===== src/rtl/riscv_ctrl_pkg.sv =====
// Shared types and constants for the RV32I multi-cycle control unit.
package riscv_ctrl_pkg;

  typedef enum logic [2:0] {
    S_FETCH  = 3'd0,
    S_DECODE = 3'd1,
    S_EXEC   = 3'd2,
    S_MEM    = 3'd3,
    S_WB     = 3'd4,
    S_TRAP   = 3'd5
  } state_t;

  localparam logic [6:0] OP_R      = 7'b0110011;
  localparam logic [6:0] OP_I      = 7'b0010011;
  localparam logic [6:0] OP_LOAD   = 7'b0000011;
  localparam logic [6:0] OP_STORE  = 7'b0100011;
  localparam logic [6:0] OP_BRANCH = 7'b1100011;
  localparam logic [6:0] OP_JAL    = 7'b1101111;
  localparam logic [6:0] OP_JALR   = 7'b1100111;
  localparam logic [6:0] OP_LUI    = 7'b0110111;
  localparam logic [6:0] OP_AUIPC  = 7'b0010111;

  localparam logic [1:0] ALUOP_ADD = 2'b00;
  localparam logic [1:0] ALUOP_BR  = 2'b01;
  localparam logic [1:0] ALUOP_RF  = 2'b10;
  localparam logic [1:0] ALUOP_IF  = 2'b11;

  localparam logic [1:0] CAUSE_NONE    = 2'b00;
  localparam logic [1:0] CAUSE_ILLEGAL = 2'b01;
  localparam logic [1:0] CAUSE_MEMTMO  = 2'b10;

  // Bit positions of the one-hot instruction class vector.
  localparam int CLS_R      = 0;
  localparam int CLS_I      = 1;
  localparam int CLS_LOAD   = 2;
  localparam int CLS_STORE  = 3;
  localparam int CLS_BRANCH = 4;
  localparam int CLS_JAL    = 5;
  localparam int CLS_JALR   = 6;
  localparam int CLS_LUI    = 7;
  localparam int CLS_AUIPC  = 8;
  localparam int CLS_N      = 9;

endpackage


===== src/rtl/mc_opdecode.sv =====
// Maps a 7-bit RV32I opcode to a one-hot instruction class and a legal flag.
module mc_opdecode
  import riscv_ctrl_pkg::*;
(
  input  logic [6:0]       opcode_i,
  output logic [CLS_N-1:0] cls_o,
  output logic             legal_o
);

  always_comb begin
    cls_o = '0;
    case (opcode_i)
      OP_R:      cls_o[CLS_R]      = 1'b1;
      OP_I:      cls_o[CLS_I]      = 1'b1;
      OP_LOAD:   cls_o[CLS_LOAD]   = 1'b1;
      OP_STORE:  cls_o[CLS_STORE]  = 1'b1;
      OP_BRANCH: cls_o[CLS_BRANCH] = 1'b1;
      OP_JAL:    cls_o[CLS_JAL]    = 1'b1;
      OP_JALR:   cls_o[CLS_JALR]   = 1'b1;
      OP_LUI:    cls_o[CLS_LUI]    = 1'b1;
      OP_AUIPC:  cls_o[CLS_AUIPC]  = 1'b1;
      default:   cls_o             = '0;
    endcase
  end

  assign legal_o = |cls_o;

endmodule


===== src/rtl/multicycle_ctrl.sv =====
// Multi-cycle FETCH/DECODE/EXEC/MEM/WB sequencer driving the RV32I datapath controls.
module multicycle_ctrl
  import riscv_ctrl_pkg::*;
#(
  parameter int CNT_W       = 32,
  parameter int TMO_W       = 4,
  parameter int MEM_TIMEOUT = 12
) (
  input  logic             clk,
  input  logic             reset,
  input  logic             run,
  input  logic [6:0]       opcode,
  input  logic             mem_ready,
  output logic             PCWrite,
  output logic             IRWrite,
  output logic             RegWrite,
  output logic             MemtoReg,
  output logic             ALUsrc,
  output logic             MemRead,
  output logic             MemWrite,
  output logic             Branch,
  output logic             Jump,
  output logic             Jalr,
  output logic             AUI,
  output logic             Lui,
  output logic [1:0]       ALUOp,
  output logic             halt,
  output logic [1:0]       trap_cause,
  output logic [CNT_W-1:0] instret,
  output logic [2:0]       state_o
);

  localparam logic [TMO_W-1:0] TMO_LAST = TMO_W'(MEM_TIMEOUT - 1);

  state_t           state_q, state_d;
  logic [6:0]       op_q, op_d;
  logic [TMO_W-1:0] tmo_q, tmo_d;
  logic [1:0]       cause_q, cause_d;
  logic [CNT_W-1:0] cnt_q;
  logic             run_q;

  logic [CLS_N-1:0] dec_cls, op_cls;
  logic             dec_legal, op_legal;
  logic             op_mem;

  mc_opdecode u_dec_in (
    .opcode_i (opcode),
    .cls_o    (dec_cls),
    .legal_o  (dec_legal)
  );

  mc_opdecode u_dec_op (
    .opcode_i (op_q),
    .cls_o    (op_cls),
    .legal_o  (op_legal)
  );

  assign op_mem = op_cls[CLS_LOAD] | op_cls[CLS_STORE];

  always_ff @(posedge clk or negedge reset) begin
    if (!reset) begin
      state_q <= S_FETCH;
      op_q    <= '0;
      tmo_q   <= '0;
      cause_q <= CAUSE_NONE;
      cnt_q   <= '0;
    end else begin
      state_q <= state_d;
      op_q    <= op_d;
      tmo_q   <= tmo_d;
      cause_q <= cause_d;
      if (PCWrite) cnt_q <= cnt_q + CNT_W'(1);
    end
  end

  // run is registered so FETCH outputs never follow the pin combinationally;
  // it keeps sampling during reset so a fetch can start on the first clock after release.
  always_ff @(posedge clk) begin
    run_q <= run;
  end

  always_comb begin
    state_d = state_q;
    op_d    = op_q;
    tmo_d   = tmo_q;
    cause_d = cause_q;
    case (state_q)
      S_FETCH: if (run_q) state_d = S_DECODE;
      S_DECODE: begin
        op_d = opcode;
        if (dec_legal) begin
          state_d = S_EXEC;
        end else begin
          state_d = S_TRAP;
          cause_d = CAUSE_ILLEGAL;
        end
      end
      S_EXEC: begin
        if (op_mem) begin
          state_d = S_MEM;
          tmo_d   = '0;
        end else if (op_cls[CLS_BRANCH]) begin
          state_d = S_FETCH;
        end else begin
          state_d = S_WB;
        end
      end
      S_MEM: begin
        if (mem_ready) begin
          state_d = S_WB;
        end else if (tmo_q == TMO_LAST) begin
          state_d = S_TRAP;
          cause_d = CAUSE_MEMTMO;
        end else begin
          tmo_d = tmo_q + TMO_W'(1);
        end
      end
      S_WB:    state_d = S_FETCH;
      S_TRAP:  state_d = S_TRAP;
      default: state_d = S_FETCH;
    endcase
  end

  always_comb begin
    PCWrite  = 1'b0;
    IRWrite  = 1'b0;
    RegWrite = 1'b0;
    MemtoReg = 1'b0;
    ALUsrc   = 1'b0;
    MemRead  = 1'b0;
    MemWrite = 1'b0;
    Branch   = 1'b0;
    Jump     = 1'b0;
    Jalr     = 1'b0;
    AUI      = 1'b0;
    Lui      = 1'b0;
    ALUOp    = ALUOP_ADD;

    if (state_q == S_FETCH && run_q && reset) IRWrite = 1'b1;

    // ALU and PC-source selects set in EXEC are held through MEM and WB.
    if ((state_q == S_EXEC || state_q == S_MEM || state_q == S_WB) && op_legal) begin
      if (op_cls[CLS_R]) ALUOp = ALUOP_RF;
      if (op_cls[CLS_I]) begin
        ALUOp  = ALUOP_IF;
        ALUsrc = 1'b1;
      end
      if (op_mem) ALUsrc = 1'b1;
      if (op_cls[CLS_BRANCH]) ALUOp = ALUOP_BR;
      if (op_cls[CLS_JAL] || op_cls[CLS_JALR] || op_cls[CLS_AUIPC]) begin
        ALUsrc = 1'b1;
        AUI    = 1'b1;
      end
      if (op_cls[CLS_JAL])  Jump = 1'b1;
      if (op_cls[CLS_JALR]) Jalr = 1'b1;
      if (op_cls[CLS_LUI]) begin
        ALUsrc = 1'b1;
        Lui    = 1'b1;
      end
    end

    case (state_q)
      S_EXEC: begin
        if (op_cls[CLS_BRANCH]) begin
          Branch  = 1'b1;
          PCWrite = 1'b1;
        end
      end
      S_MEM: begin
        MemRead  = op_cls[CLS_LOAD];
        MemWrite = op_cls[CLS_STORE];
      end
      S_WB: begin
        PCWrite  = 1'b1;
        RegWrite = ~op_cls[CLS_STORE];
        MemtoReg = op_cls[CLS_LOAD];
      end
      default: ;
    endcase
  end

  assign halt       = (state_q == S_TRAP);
  assign trap_cause = cause_q;
  assign instret    = cnt_q;
  assign state_o    = state_q;

endmodule

===== config.mk =====
export PLATFORM = sky130hd
export DESIGN_NAME = multicycle_ctrl
export DESIGN_NICKNAME = d
export VERILOG_FILES = /design/src/rtl/riscv_ctrl_pkg.sv /design/src/rtl/mc_opdecode.sv /design/src/rtl/multicycle_ctrl.sv
export SDC_FILE = /design/constraint.sdc
export NUM_CORES = 1
export LEC_CHECK = 0
export ABC_AREA = 1
export BUFFER_PORTS_ARGS = -buffer_cell sky130_fd_sc_hd__buf_2
export CORE_MARGIN = 4
export CORE_UTILIZATION = 30
export CTS_BUF_LIST = sky130_fd_sc_hd__clkbuf_4
export DETAILED_ROUTE_END_ITERATION = 8
export MAX_ROUTING_LAYER = met4
export REMOVE_ABC_BUFFERS = 1
export SLEW_MARGIN = 20
export SYNTH_ARGS = -nofsm -noshare
export SYNTH_HDL_FRONTEND = slang
export SYNTH_SLANG_ARGS = --single-unit

===== constraint.sdc =====
create_clock -name clk -period 1.7 [get_ports clk]
set_input_delay 0.085 -clock clk [delete_from_list [all_inputs] [get_ports clk]]
set_output_delay 0.085 -clock clk [all_outputs]
set_load 0.005 [all_outputs]

==> impl_metrics.env <==
export IMPL_filler_cells=1100
export IMPL_floorplan_io_pins=63
export IMPL_vias_in_the_first_global_route=2929
export IMPL_ir_drop_mv=0.3784
export IMPL_via_count=3216
export IMPL_grt_total_usage=0.1446
export IMPL_power_switching_uw=1656
export IMPL_drive_gt1_frac=0.2975
export IMPL_setup_tns_final_ps=-304.9
export IMPL_holdWs_ps=24.49
export IMPL_global_route_wire_length_before_repair_um=14550
export IMPL_post_route_cell_area_um2=4180
export IMPL_clock_power_share=0.136
export IMPL_die_w_um=111.5
export IMPL_critical_path_class="flop to primary output"
export IMPL_synthCells=464
export IMPL_clk_pin_slew_worst_paths_ps=140
export IMPL_clock_skew_final_ps=10.52
export IMPL_cell_internal_pwr_uw=2281
export IMPL_place_hpwl_um=6680
export IMPL_max_clock_freq_mhz=561.6
export IMPL_crit_fanout=9
export IMPL_vias_per_cell=4.568
export IMPL_critical_path_startpoint_type="flop"
export IMPL_clock_root_buffer="sky130_fd_sc_hd__clkbuf_4"
export IMPL_setup_ws_ps=-80.53
export IMPL_totalWireLength_um=9076
export IMPL_gp_congestion=0.9529
export IMPL_start_util=0.3101
export IMPL_core_um2=10370
export IMPL_status="finished with violations"
export IMPL_required_ps=1620
export IMPL_failed_checks="setup timing"
export IMPL_detail_route_iter0_violations=208
export IMPL_rsz_0062_raised_after_global_routing="yes"
export IMPL_max_slew_worst_pin_slew_ps=483.8
export IMPL_period_share=1.047
export IMPL_pwr_density_cell_nw_per_um2=941.6
export IMPL_final_min_clock_period_ps=1781
export IMPL_flow_area_growth_from_synthesis_pct=30.00
export IMPL_cts_path_max_buffers=2
export IMPL_num_rows=37
export IMPL_synth_avg_cell_area_um2=6.930
export IMPL_chipHeight_um=111.5
export IMPL_number_of_distinct_library_cells_after_synthesis=32
export IMPL_power_frac_seq=0.398
export IMPL_drv_max_cap_violation_count=0
export IMPL_detail_route_drc_violations=0
export IMPL_later_pin_clock_latency_in_the_skew_report_ps=370
export IMPL_antenna_diode_count=0
export IMPL_arrival_time_of_the_worst_setup_path_ps=1700
export IMPL_number_of_antenna_violations_at_the_first_check_in_global_routing=0
export IMPL_ant_nets=0
export IMPL_relSlewSlack=0.6740
export IMPL_finalNetCount=580
export IMPL_finalSetupViolations=9
export IMPL_hold_path_class="primary input to flop"
export IMPL_htreeDepth=2
export IMPL_grt_start_max_net_pins=49
export IMPL_p_sw_frac=0.4206
export IMPL_portBuffers=62
export IMPL_cts_inserted_buffers=5
export IMPL_detailed_place_area_um2=3707
export IMPL_die_area_um2=12440
export IMPL_timing_hold_violations_final=0
export IMPL_max_slew_violation_total_from_the_final_report=0
export IMPL_worstSetupEndpointType="primary output"
export IMPL_synth_yosys_seq_area_share=0.3798
export IMPL_mappedNetlistArea_um2=3216
export IMPL_layout_cells_most_common_list="sky130_fd_sc_hd__nand2_1, sky130_fd_sc_hd__buf_2, sky130_fd_sc_hd__nor2_1"
export IMPL_ys_seq_elements=49
export IMPL_tritoncts="yes"
export IMPL_wl_cell_um=12.89
export IMPL_combinationalPowerShare=0.466
export IMPL_first_pass_iters=5
export IMPL_globalRoute_totalOverflow=0
export IMPL_total_leakage_power_uw=0.002108
export IMPL_yosysWarningCount=0
export IMPL_layout_cells_most_common="sky130_fd_sc_hd__nand2_1"
export IMPL_cts_sink_count=49
==> synth_stat cells, drive strengths merged <==
cell type,n,share of area
nand2,196,0.24
nor2,74,0.098
dfrtp,48,0.37
inv,48,0.056
nand3,32,0.057
o21ai,15,0.025
xnor2,9,0.043
xor2,9,0.025
nand4,8,0.016
buf,6,0.021
a21oi,4,0.0062
nand3b,4,0.0093
nor3,3,0.0082
or2,3,0.0058
ha,2,0.0078
and2,1,0.0019
and3,1,0.0019
dfxtp,1,0.0062
==> flip-flops by register name, summed over array words and instances, names as in the netlist <==
signal / flops
run_q: 1
op_q: 7
trap_cause: 2
state_o: 3
tmo_q: 4
instret: 32
==> logic make-up (layout without fill, tap and decap cells) <==
logic type	Yosys count	after routing	share of synthesized area
compound gates	19	19	0.03074
xor+xnor	18	18	0.06770
fa+ha+maj	2	2	0.007781
buf+inv	54	158	0.07665
flops	49	49	0.3798
simple gates	322	322	0.4374
==> power by group through the flow <==
stage	Clock [µW]	Sequential, µW	Combinational [µW]
3_3_place_gp	0	1560	1280
5_1_grt	612	1590	2000
2_1_floorplan	0	1570	752
3_5_place_dp	0	1580	1310
6_report	534	1570	1830
4_1_cts	566	1560	1530
==> worst max-delay path: stages, from the launching register on <==
cell,delay (ps)
sky130_fd_sc_hd__dfrtp_1,440
sky130_fd_sc_hd__inv_2,110
sky130_fd_sc_hd__nand3_4,110
sky130_fd_sc_hd__nor2_4,160
sky130_fd_sc_hd__buf_4,140
sky130_fd_sc_hd__nand2_4,70
sky130_fd_sc_hd__nand2_8,90
sky130_fd_sc_hd__buf_12,110
sky130_fd_sc_hd__buf_2,110
==> worst paths after layout <==
path                               start       endpoint  slack (ps)  cells past startpoint
setup / recovery                 op_q[4]        PCWrite         -80                      8
hold / removal                 mem_ready  trap_cause[1]          20                      4
setup reg to reg                 op_q[4]    instret[14]           0                     11
hold reg to reg            trap_cause[0]  trap_cause[0]         500                      2
max in group asynchronous          reset    instret[10]        1170                      3
min in group asynchronous          reset    instret[20]         260                      3
==> metrics by stage <==
| stage | instances | power [µW] | setup WS (ps) | utilization |
|---|---|---|---|---|
| 2_1_floorplan | 458 | 2322 | 187.3 | - |
| 3_3_place_gp | 663 | 2837 | 167.4 | 0.3575 |
| 3_5_place_dp | 663 | 2887 | 105.0 | 0.3575 |
| 4_1_cts | 689 | 3657 | -58.26 | 0.3862 |
| 5_1_grt | 704 | 4211 | -199.9 | 0.4031 |
| 6_report | 704 | 3936 | -80.53 | 0.4031 |
==> cell type report <==
cell class              count  area (µm²)  share of cell area
clock buffers               5       37.54            0.008979
clock inverters             3       12.51            0.002993
inverters                  48       185.2             0.04430
multi-input cells         361        1874              0.4484
flip-flops and latches     49        1227              0.2936
well taps                 136       170.2             0.04071
repair buffers            102       673.1              0.1610
==> layer usage <==
layer	GRT usage	share of wire	vias to the layer above
li1	-	-	1639
met1	0.2009	0.47	1448
met2	0.2248	0.46	118
met3	0.02609	0.058	11
met4	0.02433	0.0089	0
met5	-	0	-
==> what timing repair did <==
| action | in CTS | in global routing |
|---|---|---|
| endpoints found under the hold margin | 56 | 0 |
| endpoints found under the setup margin | 8 | 28 |
| pin swaps | 7 | 12 |
| gates resized for setup | 25 | 20 |
| hold buffers | 9 | 0 |
| buffers inserted | 9 | 15 |
Note: power is estimated with default switching activity, not from simulation.
